[config.mk]
export PLATFORM = sky130hd
export DESIGN_NAME = key_seq_engine
export DESIGN_NICKNAME = d
export VERILOG_FILES = /design/src/rtl/key_seq_pkg.sv /design/src/rtl/seq_lfsr.sv /design/src/rtl/key_seq_engine.sv
export SDC_FILE = /design/constraint.sdc
export NUM_CORES = 1
export LEC_CHECK = 0
export BUFFER_PORTS_ARGS = -buffer_cell sky130_fd_sc_hd__buf_4
export CAP_MARGIN = 5
export CORE_MARGIN = 2
export CORE_UTILIZATION = 55
export CTS_BUF_LIST = sky130_fd_sc_hd__clkbuf_8
export DETAILED_ROUTE_END_ITERATION = 16
export GPL_ROUTABILITY_DRIVEN = 0
export GPL_TIMING_DRIVEN = 0
export PLACE_DENSITY = 0.95
export SETUP_SLACK_MARGIN = 0.1
export SYNTH_ARGS = -nofsm -noshare
export SYNTH_HDL_FRONTEND = slang
export SYNTH_HIERARCHICAL = 1
export SYNTH_SLANG_ARGS = --single-unit
[constraint.sdc]
create_clock -name clk -period 4.9 [get_ports clk]
set_input_delay 0.245 -clock clk [delete_from_list [all_inputs] [get_ports clk]]
set_output_delay 0.245 -clock clk [all_outputs]
set_load 0.03 [all_outputs]
[src/rtl/key_seq_pkg.sv]
// Shared types, command codes and bit helpers for the key sequencer.
package key_seq_pkg;

   typedef enum logic [1:0] {
      LOCKED = 2'd0,
      UNLOCK = 2'd1,
      RUN    = 2'd2
   } fsm_t;

   localparam logic [3:0] CMD_RELOCK = 4'hF;

   function automatic logic parity(input logic [31:0] v);
      return ^v;
   endfunction

   // Rotate the low w bits of v left by n; bits at and above w come back zero.
   function automatic logic [31:0] rotl(input logic [31:0] v, input int w, input int n);
      logic [63:0] t;
      logic [63:0] m;
      int          s;
      s = n % w;
      m = (64'd1 << w) - 64'd1;
      t = ((({32'd0, v} & m) << s) | (({32'd0, v} & m) >> (w - s))) & m;
      return t[31:0];
   endfunction

endpackage

[src/rtl/seq_lfsr.sv]
// Fibonacci LFSR register with synchronous clear, seed load and step (priority in that order).
module seq_lfsr #(
   parameter int                 STATE_W = 6,
   parameter logic [STATE_W-1:0] TAPS    = 6'b110000,
   parameter logic [STATE_W-1:0] SEED    = 6'b000001
) (
   input  logic               clk,
   input  logic               rst,
   input  logic               clr,
   input  logic               load,
   input  logic               step,
   output logic [STATE_W-1:0] q
);

   always_ff @(posedge clk) begin
      if (rst || clr) begin
         q <= '0;
      end else if (load) begin
         q <= SEED;
      end else if (step) begin
         q <= {q[STATE_W-2:0], ^(q & TAPS)};
      end
   end

endmodule

[src/rtl/key_seq_engine.sv]
// Bus-snooping challenge/response sequencer: a read-address key unlocks an LFSR
// whose parity-derived bits are returned on each subsequent window read.
module key_seq_engine
   import key_seq_pkg::*;
#(
   parameter int                   ADDR_W   = 14,
   parameter logic [1:0]           WIN      = 2'b01,
   parameter int                   STATE_W  = 6,
   parameter int                   DATA_W   = 1,
   parameter logic [STATE_W-1:0]   TAPS     = 6'b110000,
   parameter logic [STATE_W-1:0]   SEED     = 6'b000001,
   parameter logic [STATE_W-1:0]   OUT_MASK = 6'b100001,
   parameter int                   KEY_LEN  = 4,
   parameter logic [4*KEY_LEN-1:0] KEY      = 16'h9A92
) (
   input  logic               clk,
   input  logic               rst,
   input  logic               bus_stb,
   input  logic               bus_sel_n,
   input  logic [ADDR_W-1:0]  bus_addr,
   input  logic               bus_rd,
   output logic [DATA_W-1:0]  dout,
   output logic               dout_oe,
   output logic               locked,
   output logic [STATE_W-1:0] lfsr_q
);

   localparam logic [2:0] LAST_IDX = 3'(KEY_LEN - 1);

   fsm_t              state, state_n;
   logic [2:0]        idx, idx_n;
   logic [3:0]        key_arr [8];
   logic [3:0]        cmd;
   logic              acc;
   logic              hit_cur, hit_first, at_last;
   logic              lfsr_clr, lfsr_load, lfsr_step, resp_en;
   logic [DATA_W-1:0] resp;
   logic [STATE_W-1:0] lfsr;

   // Unpack the key into a fixed 8-entry table so idx never selects outside KEY.
   for (genvar g = 0; g < 8; g++) begin : g_key
      if (g < KEY_LEN) begin : g_used
         assign key_arr[g] = KEY[g*4 +: 4];
      end else begin : g_pad
         assign key_arr[g] = 4'h0;
      end
   end

   assign cmd       = bus_addr[7:4];
   assign acc       = bus_stb & ~bus_sel_n & bus_rd & (bus_addr[ADDR_W-1 -: 2] == WIN);
   assign hit_cur   = (cmd == key_arr[idx]);
   assign hit_first = (cmd == key_arr[0]);
   assign at_last   = (idx == LAST_IDX);

   always_ff @(posedge clk) begin
      if (rst) begin
         state <= LOCKED;
         idx   <= '0;
      end else begin
         state <= state_n;
         idx   <= idx_n;
      end
   end

   always_comb begin
      state_n = state;
      idx_n   = idx;
      if (acc) begin
         unique case (state)
            LOCKED: begin
               if (hit_first) begin
                  if (KEY_LEN == 1) begin
                     state_n = RUN;
                  end else begin
                     state_n = UNLOCK;
                     idx_n   = 3'd1;
                  end
               end
            end
            UNLOCK: begin
               if (hit_cur) begin
                  if (at_last) begin
                     state_n = RUN;
                     idx_n   = '0;
                  end else begin
                     idx_n = idx + 3'd1;
                  end
               end else if (hit_first) begin
                  idx_n = 3'd1;
               end else begin
                  state_n = LOCKED;
                  idx_n   = '0;
               end
            end
            RUN: begin
               if (cmd == CMD_RELOCK) begin
                  state_n = LOCKED;
               end
            end
            default: begin
               state_n = LOCKED;
               idx_n   = '0;
            end
         endcase
      end
   end

   always_comb begin
      lfsr_clr  = 1'b0;
      lfsr_load = 1'b0;
      lfsr_step = 1'b0;
      resp_en   = 1'b0;
      if (acc) begin
         unique case (state)
            LOCKED:  lfsr_load = hit_first && (KEY_LEN == 1);
            UNLOCK:  lfsr_load = hit_cur && at_last;
            RUN: begin
               if (cmd == CMD_RELOCK) begin
                  lfsr_clr = 1'b1;
               end else begin
                  lfsr_step = 1'b1;
                  resp_en   = 1'b1;
               end
            end
            default: lfsr_clr = 1'b1;
         endcase
      end
   end

   seq_lfsr #(
      .STATE_W (STATE_W),
      .TAPS    (TAPS),
      .SEED    (SEED)
   ) u_lfsr (
      .clk  (clk),
      .rst  (rst),
      .clr  (lfsr_clr),
      .load (lfsr_load),
      .step (lfsr_step),
      .q    (lfsr)
   );

   // Response is taken from the LFSR value before this access steps it.
   always_comb begin
      resp = '0;
      for (int i = 0; i < DATA_W; i++) begin
         resp[i] = parity(32'(lfsr) & rotl(32'(OUT_MASK), STATE_W, i));
      end
   end

   always_ff @(posedge clk) begin
      if (rst) begin
         dout    <= '0;
         dout_oe <= 1'b0;
      end else begin
         dout_oe <= acc;
         if (acc) begin
            dout <= resp_en ? resp : '0;
         end
      end
   end

   assign locked = (state != RUN);
   assign lfsr_q = lfsr;

endmodule

[Word-level counts from Yosys, hierarchy flattened]
Memories as Yosys holds them, arrays and structs flattened.
Cells that the tools add are included.
Word-level totals
  register bits after elaboration: 13
  bits in latches: 0
  memory bits (writable): 0
  bits in read-only memories: 32
  input port bits: 19
  output and inout port bits: 9
  word-level logic and storage cells: 61
  memories: 1
Memory list
  (name not given): depth 8, width 4, read ports 1, clocked after memory_dff 0, wr ports 0, RTL line key_seq_engine.sv:51  | assign hit_cur = (cmd == key_arr[idx]);
Cells by class
  $add $sub $neg: 1
  $mul: 0
  divide/modulo/power cells: 0
  magnitude comparators: 1
  eq/ne operators: 12
  shift operators: 0
  mux-type cells: 24
  bitwise gates (word level): 6
  reduce and logical (&&, ||, !) cells: 10
Operators by type and width (number)
  $reduce_xor A32 Y1: 1
  $mux W1: 11
  $mux W2: 5
  $mux W3: 3
  $pmux W3 S3: 1
  $mux W4: 2
  $ne A2 B2 Y1 const B: 3
  $ne A3 B3 Y1 const B: 2
  $pmux W2 S3: 1
  $reduce_xor A6 Y1: 1
  $reduce_and A5 Y1: 1
  $eq A2 B1 Y1 const B: 2
  $eq A4 B2 Y1 const B: 1
  $eq A4 B4 Y1: 1
  $eq A4 B4 Y1 const B: 1
  $ge A4 B4 Y1 const B: 1
  $not A3 Y4: 1
  $reduce_or A2 Y1: 2
  $add A3 B1 Y3 const B: 1
  $and A1 B1 Y1: 3
  $eq A3 B2 Y1 const B: 1
  $reduce_and A3 Y1: 1
  $eq A2 B2 Y1 const B: 1
  $logic_not A2 Y1: 1
  5 further kinds: 6

[Depth between registers and ports, before layout]
  word-level depth: 9
  depth in mapped cells: 8
  gate-level depth less buffers: 8

[Hierarchy]
Netlist, hierarchy kept.
By module, submodules not included
  key_seq_engine: times used 1, cells each 71, area an instance 583.1 um^2, seq. area each 140.1 um^2
  seq_lfsr: times used 1, cells each 23, area an instance 240.2 um^2, seq. area each 120.1 um^2

[Worst setup path before layout]
Ideal clock, no wire load.
  kind: reg2reg
  from: register idx[0]
  to: register u_lfsr.q[0]
  setup time: 91 ps
  arrival: 1874 ps
  data required time: 4809 ps
  setup slack: 2935 ps
  cell stages (with the launch flop): 9
  buffers on the path: 0
  period minus slack after synthesis: 1965 ps
  cell sequence: dfxtp_1 > inv_1 > ha_1 > xnor2_1 > nor4_2 > nor2_1 > nor4b_1 > inv_1 > a311oi_1
On the way
  cells in the longest elaborated chain, start to end: 9
  elaborated cells between the ends (all ways): 11
  those cells by class: eq/ne (2); mux (5); bitwise (1); reduce/logical (2); memory (1)
RTL lines
  start, declared: RTL line key_seq_engine.sv:31  | logic [2:0] idx, idx_n;
  start signal, assigned: RTL line key_seq_engine.sv:61  | idx <= idx_n;
  $not A3 Y4 (not written as such): RTL line key_seq_engine.sv:51
  $mem_v2 Z8 W4
  $mux W4 (not written as such) (2 in series): RTL line key_seq_engine.sv:51
  $eq A4 B4 Y1: RTL line key_seq_engine.sv:51
  $logic_and A1 B1 Y1 (*): RTL line key_seq_engine.sv:116  | UNLOCK: lfsr_load = hit_cur && at_last;
  $mux W1 (*): RTL line key_seq_engine.sv:114  | unique case (state)
  $mux W1 (*): RTL line key_seq_engine.sv:113  | if (acc) begin
  named net lfsr_load: RTL line key_seq_engine.sv:36  | logic lfsr_clr, lfsr_load, lfsr_step, resp_en;
  $mux W1 or $reduce_bool A2 Y1 (tied branches)
  end signal, assigned: RTL line seq_lfsr.sv:21  | q <= {q[STATE_W-2:0], ^(q & TAPS)};
  end, declared: RTL line seq_lfsr.sv:12  | output logic [STATE_W-1:0] q
Mark *: on every way through the listed nets, which the timed path passes. The rest lies on a longest branch. The select of a mux whose other input is x is not followed.
A chain may end at the register's enable or synchronous reset.

[Worst setup path after layout]
Ends and elaborated chain as after synthesis.

==> impl_metrics.env <==
export IMPL_status="finished clean"
export IMPL_synthTopCellsByCount="dfxtp_1 (13), nor2_1 (12), inv_1 (6), mux2i_1 (5)"
export IMPL_hold_slack_ns=0.2400
export IMPL_via_per_inst=6.121
export IMPL_n_antenna_cell=0
export IMPL_syn_nets=115
export IMPL_finish_net_count=139
export IMPL_htreeDepth=1
export IMPL_cp_max_fo=7
export IMPL_postCtsHoldBufs=0
export IMPL_synth_warnings=6
export IMPL_place_area_um2=984.7
export IMPL_dpl_hpwl_mm=1.419
export IMPL_rows=13
export IMPL_die_area_um2=1822
export IMPL_fin_skew_ns=0.001221
export IMPL_vdd_ir_drop_worst_mv=0.2042
export IMPL_syn_avg_cell_area_um2=8.758
export IMPL_pre_cts_slack_ns=2.632
export IMPL_via_count=808
export IMPL_max_freq_mhz=433.5
export IMPL_cts_path_max_buffers=2
export IMPL_finalWirelength_mm=1.833
export IMPL_synthDominantCellAreaShare_pct=31.61
export IMPL_synth_most_common_cell="dfxtp_1"
export IMPL_drc=0
export IMPL_path_cells="inv_1 > ha_1 > xnor2_1 > nor4_2 > nor2_1 > nor4b_1 > inv_1 > a311oi_1"
export IMPL_arrival_ns=2.44
export IMPL_crit_path_start_kind="flop"
export IMPL_post_cts_resized=0
export IMPL_root_buffer="clkbuf_8"
export IMPL_slew_headroom_pct=67.07
export IMPL_synth_top_area_cell="dfxtp_1"
export IMPL_setup_violations=0
export IMPL_synth_seq_cells=13
export IMPL_grt_max_degree=11
export IMPL_crit_path_top_delay_cell="dfxtp_1"
export IMPL_critPathKind="flop to flop"
export IMPL_fin_tns_setup_ns=0
export IMPL_grt_setup_unrepaired="false"
export IMPL_syn2layout_area_growth_pct=25.08
export IMPL_slew_violations=0
export IMPL_setup_ws_ns=2.593
export IMPL_finalHoldViolCount=0
export IMPL_cts_inserted_buffers=3
export IMPL_utilization_pct=76.27
export IMPL_ys_types=43
export IMPL_p_leak_nw=0.3775
export IMPL_endpoint_kind="flop"
export IMPL_stdcell_area_um2=1030
export IMPL_antenna_found_initial=0
export IMPL_first_global_vias=743
export IMPL_maxCapViolCount=0
export IMPL_fin_crit_ns=2.307
export IMPL_hp_class="input pin to flop"
export IMPL_power_density_nw_per_um2=210.2
export IMPL_cp_common_cell="inv_1"
export IMPL_dp_cells=128
export IMPL_ant_nets=0
export IMPL_synthFlopType="dfxtp_1"
export IMPL_fillers=102
export IMPL_worst_pin_slew_ns=0.4871
export IMPL_dr_pass1_iters=4
export IMPL_finalCritPeriodShare_pct=47.07
export IMPL_netlist_instances=94
export IMPL_path_buf_inv=2
export IMPL_synth_edf_count=0
export IMPL_fin_total_pwr_mw=0.2165
export IMPL_die_y_um=42.69
export IMPL_grt_pass1_wl_mm=3.118
export IMPL_cp_required_ns=5.04
export IMPL_die_width_um=42.69
export IMPL_initial_core_util_pct=60.98
export IMPL_drt_initial_drc_count=16
export IMPL_drive_above_1_share_pct=29.06
export IMPL_grt_use_total_pct=22.03
export IMPL_synthArstFlopShare_pct=0
export IMPL_netlist_area_um2=823.3
export IMPL_wl_per_cell_um=13.89
export IMPL_slowest_delay_ns=0.45
export IMPL_fin_cells=132
export IMPL_core_um2=1350
export IMPL_worstSkewPairLatency_ns=0.23
export IMPL_cts_tree="done"
export IMPL_ys_top_cells_by_area="dfxtp_1 (32%), mux2i_1 (6.1%), nor2_1 (5.5%), a2111oi_4 (3.3%), ha_1 (3.0%)"
export IMPL_io_pins=28
export IMPL_synth_seq_area_share_pct=31.61
export IMPL_cts_clk_slew_worst_paths_ns=0.05
export IMPL_numPortBuffers=19
export IMPL_grt_overflow=0
export IMPL_cts_sinks=13
export IMPL_cts_setup_buffers=0
export IMPL_crit_family="simple AND/OR/NAND/NOR gates"
[power breakdown]
group | total, mW | switching, mW | internal (mW)
Combinational | 0.0211 | 0.0106 | 0.0106
Clock | 0.0893 | 0.0343 | 0.0550
Sequential | 0.106 | 0.0000741 | 0.106
Total | 0.216 | 0.0449 | 0.172
[cells by family (layout without fill, tap and decap cells)]
group	Yosys count	count (layout)	share of synthesized area [%]
XOR/XNOR	3	3	3.192
AO/OA/AOI/OAI	24	24	24.62
adder cells (fa/ha/maj)	2	2	3.039
multiplexers	5	5	6.079
buffers and inverters	9	32	4.560
AND/OR/NAND/NOR	38	38	26.90
flip-flops	13	13	31.61
[area by class of cell]
type	instances	area (um^2)	area share (%)
Buffer	3	15.01	1.458
Tap cell	15	18.77	1.823
Clock inverter	1	3.754	0.3645
Clock buffer	3	41.29	4.010
Timing Repair Buffer	19	142.6	13.85
Multi-Input combinational cell	72	525.5	51.03
Sequential cell	13	260.3	25.27
Inverter	6	22.52	2.187
[per-layer routing]
metal | wire (um) | part of all wire (%) | up-vias | global-route usage, %
met2 | 927 | 51 | 22 | 36.67
li1 | - | - | 390 | -
met1 | 785 | 43 | 392 | 27.11
met4 | 30 | 1.6 | 0 | 12.50
met3 | 89 | 4.9 | 4 | 2.553
met5 | 0 | 0 | - | 0
[placed cells by master (no fill, tap or decap), drive strengths merged, types with 2 or more instances in the layout]
cell type	n
a21o	2
a21oi	2
a31oi	2
buf	20
clkbuf	5
dfxtp	13
ha	2
inv	7
mux2i	5
nand2	3
nand2b	4
nand3	2
nand4	2
nor2	12
nor3	4
o211ai	2
o21ai	2
or2	2
xnor2	2
[worst paths after layout]
kind / start / slack, ns / end / cells after the start
max: idx[0] / 2.59 / u_lfsr/q[0] / 8
min: rst / 0.24 / dout / 2
max reg2reg: idx[0] / 2.59 / u_lfsr/q[0] / 8
min reg2reg: dout / 0.45 / dout / 2
[sequential cells by signal (all words and copies together) (netlist names)]
name      flops
u_lfsr/q      6
idx           3
state         2
dout          1
dout_oe       1
Note: power is estimated with default switching activity, not from simulation.
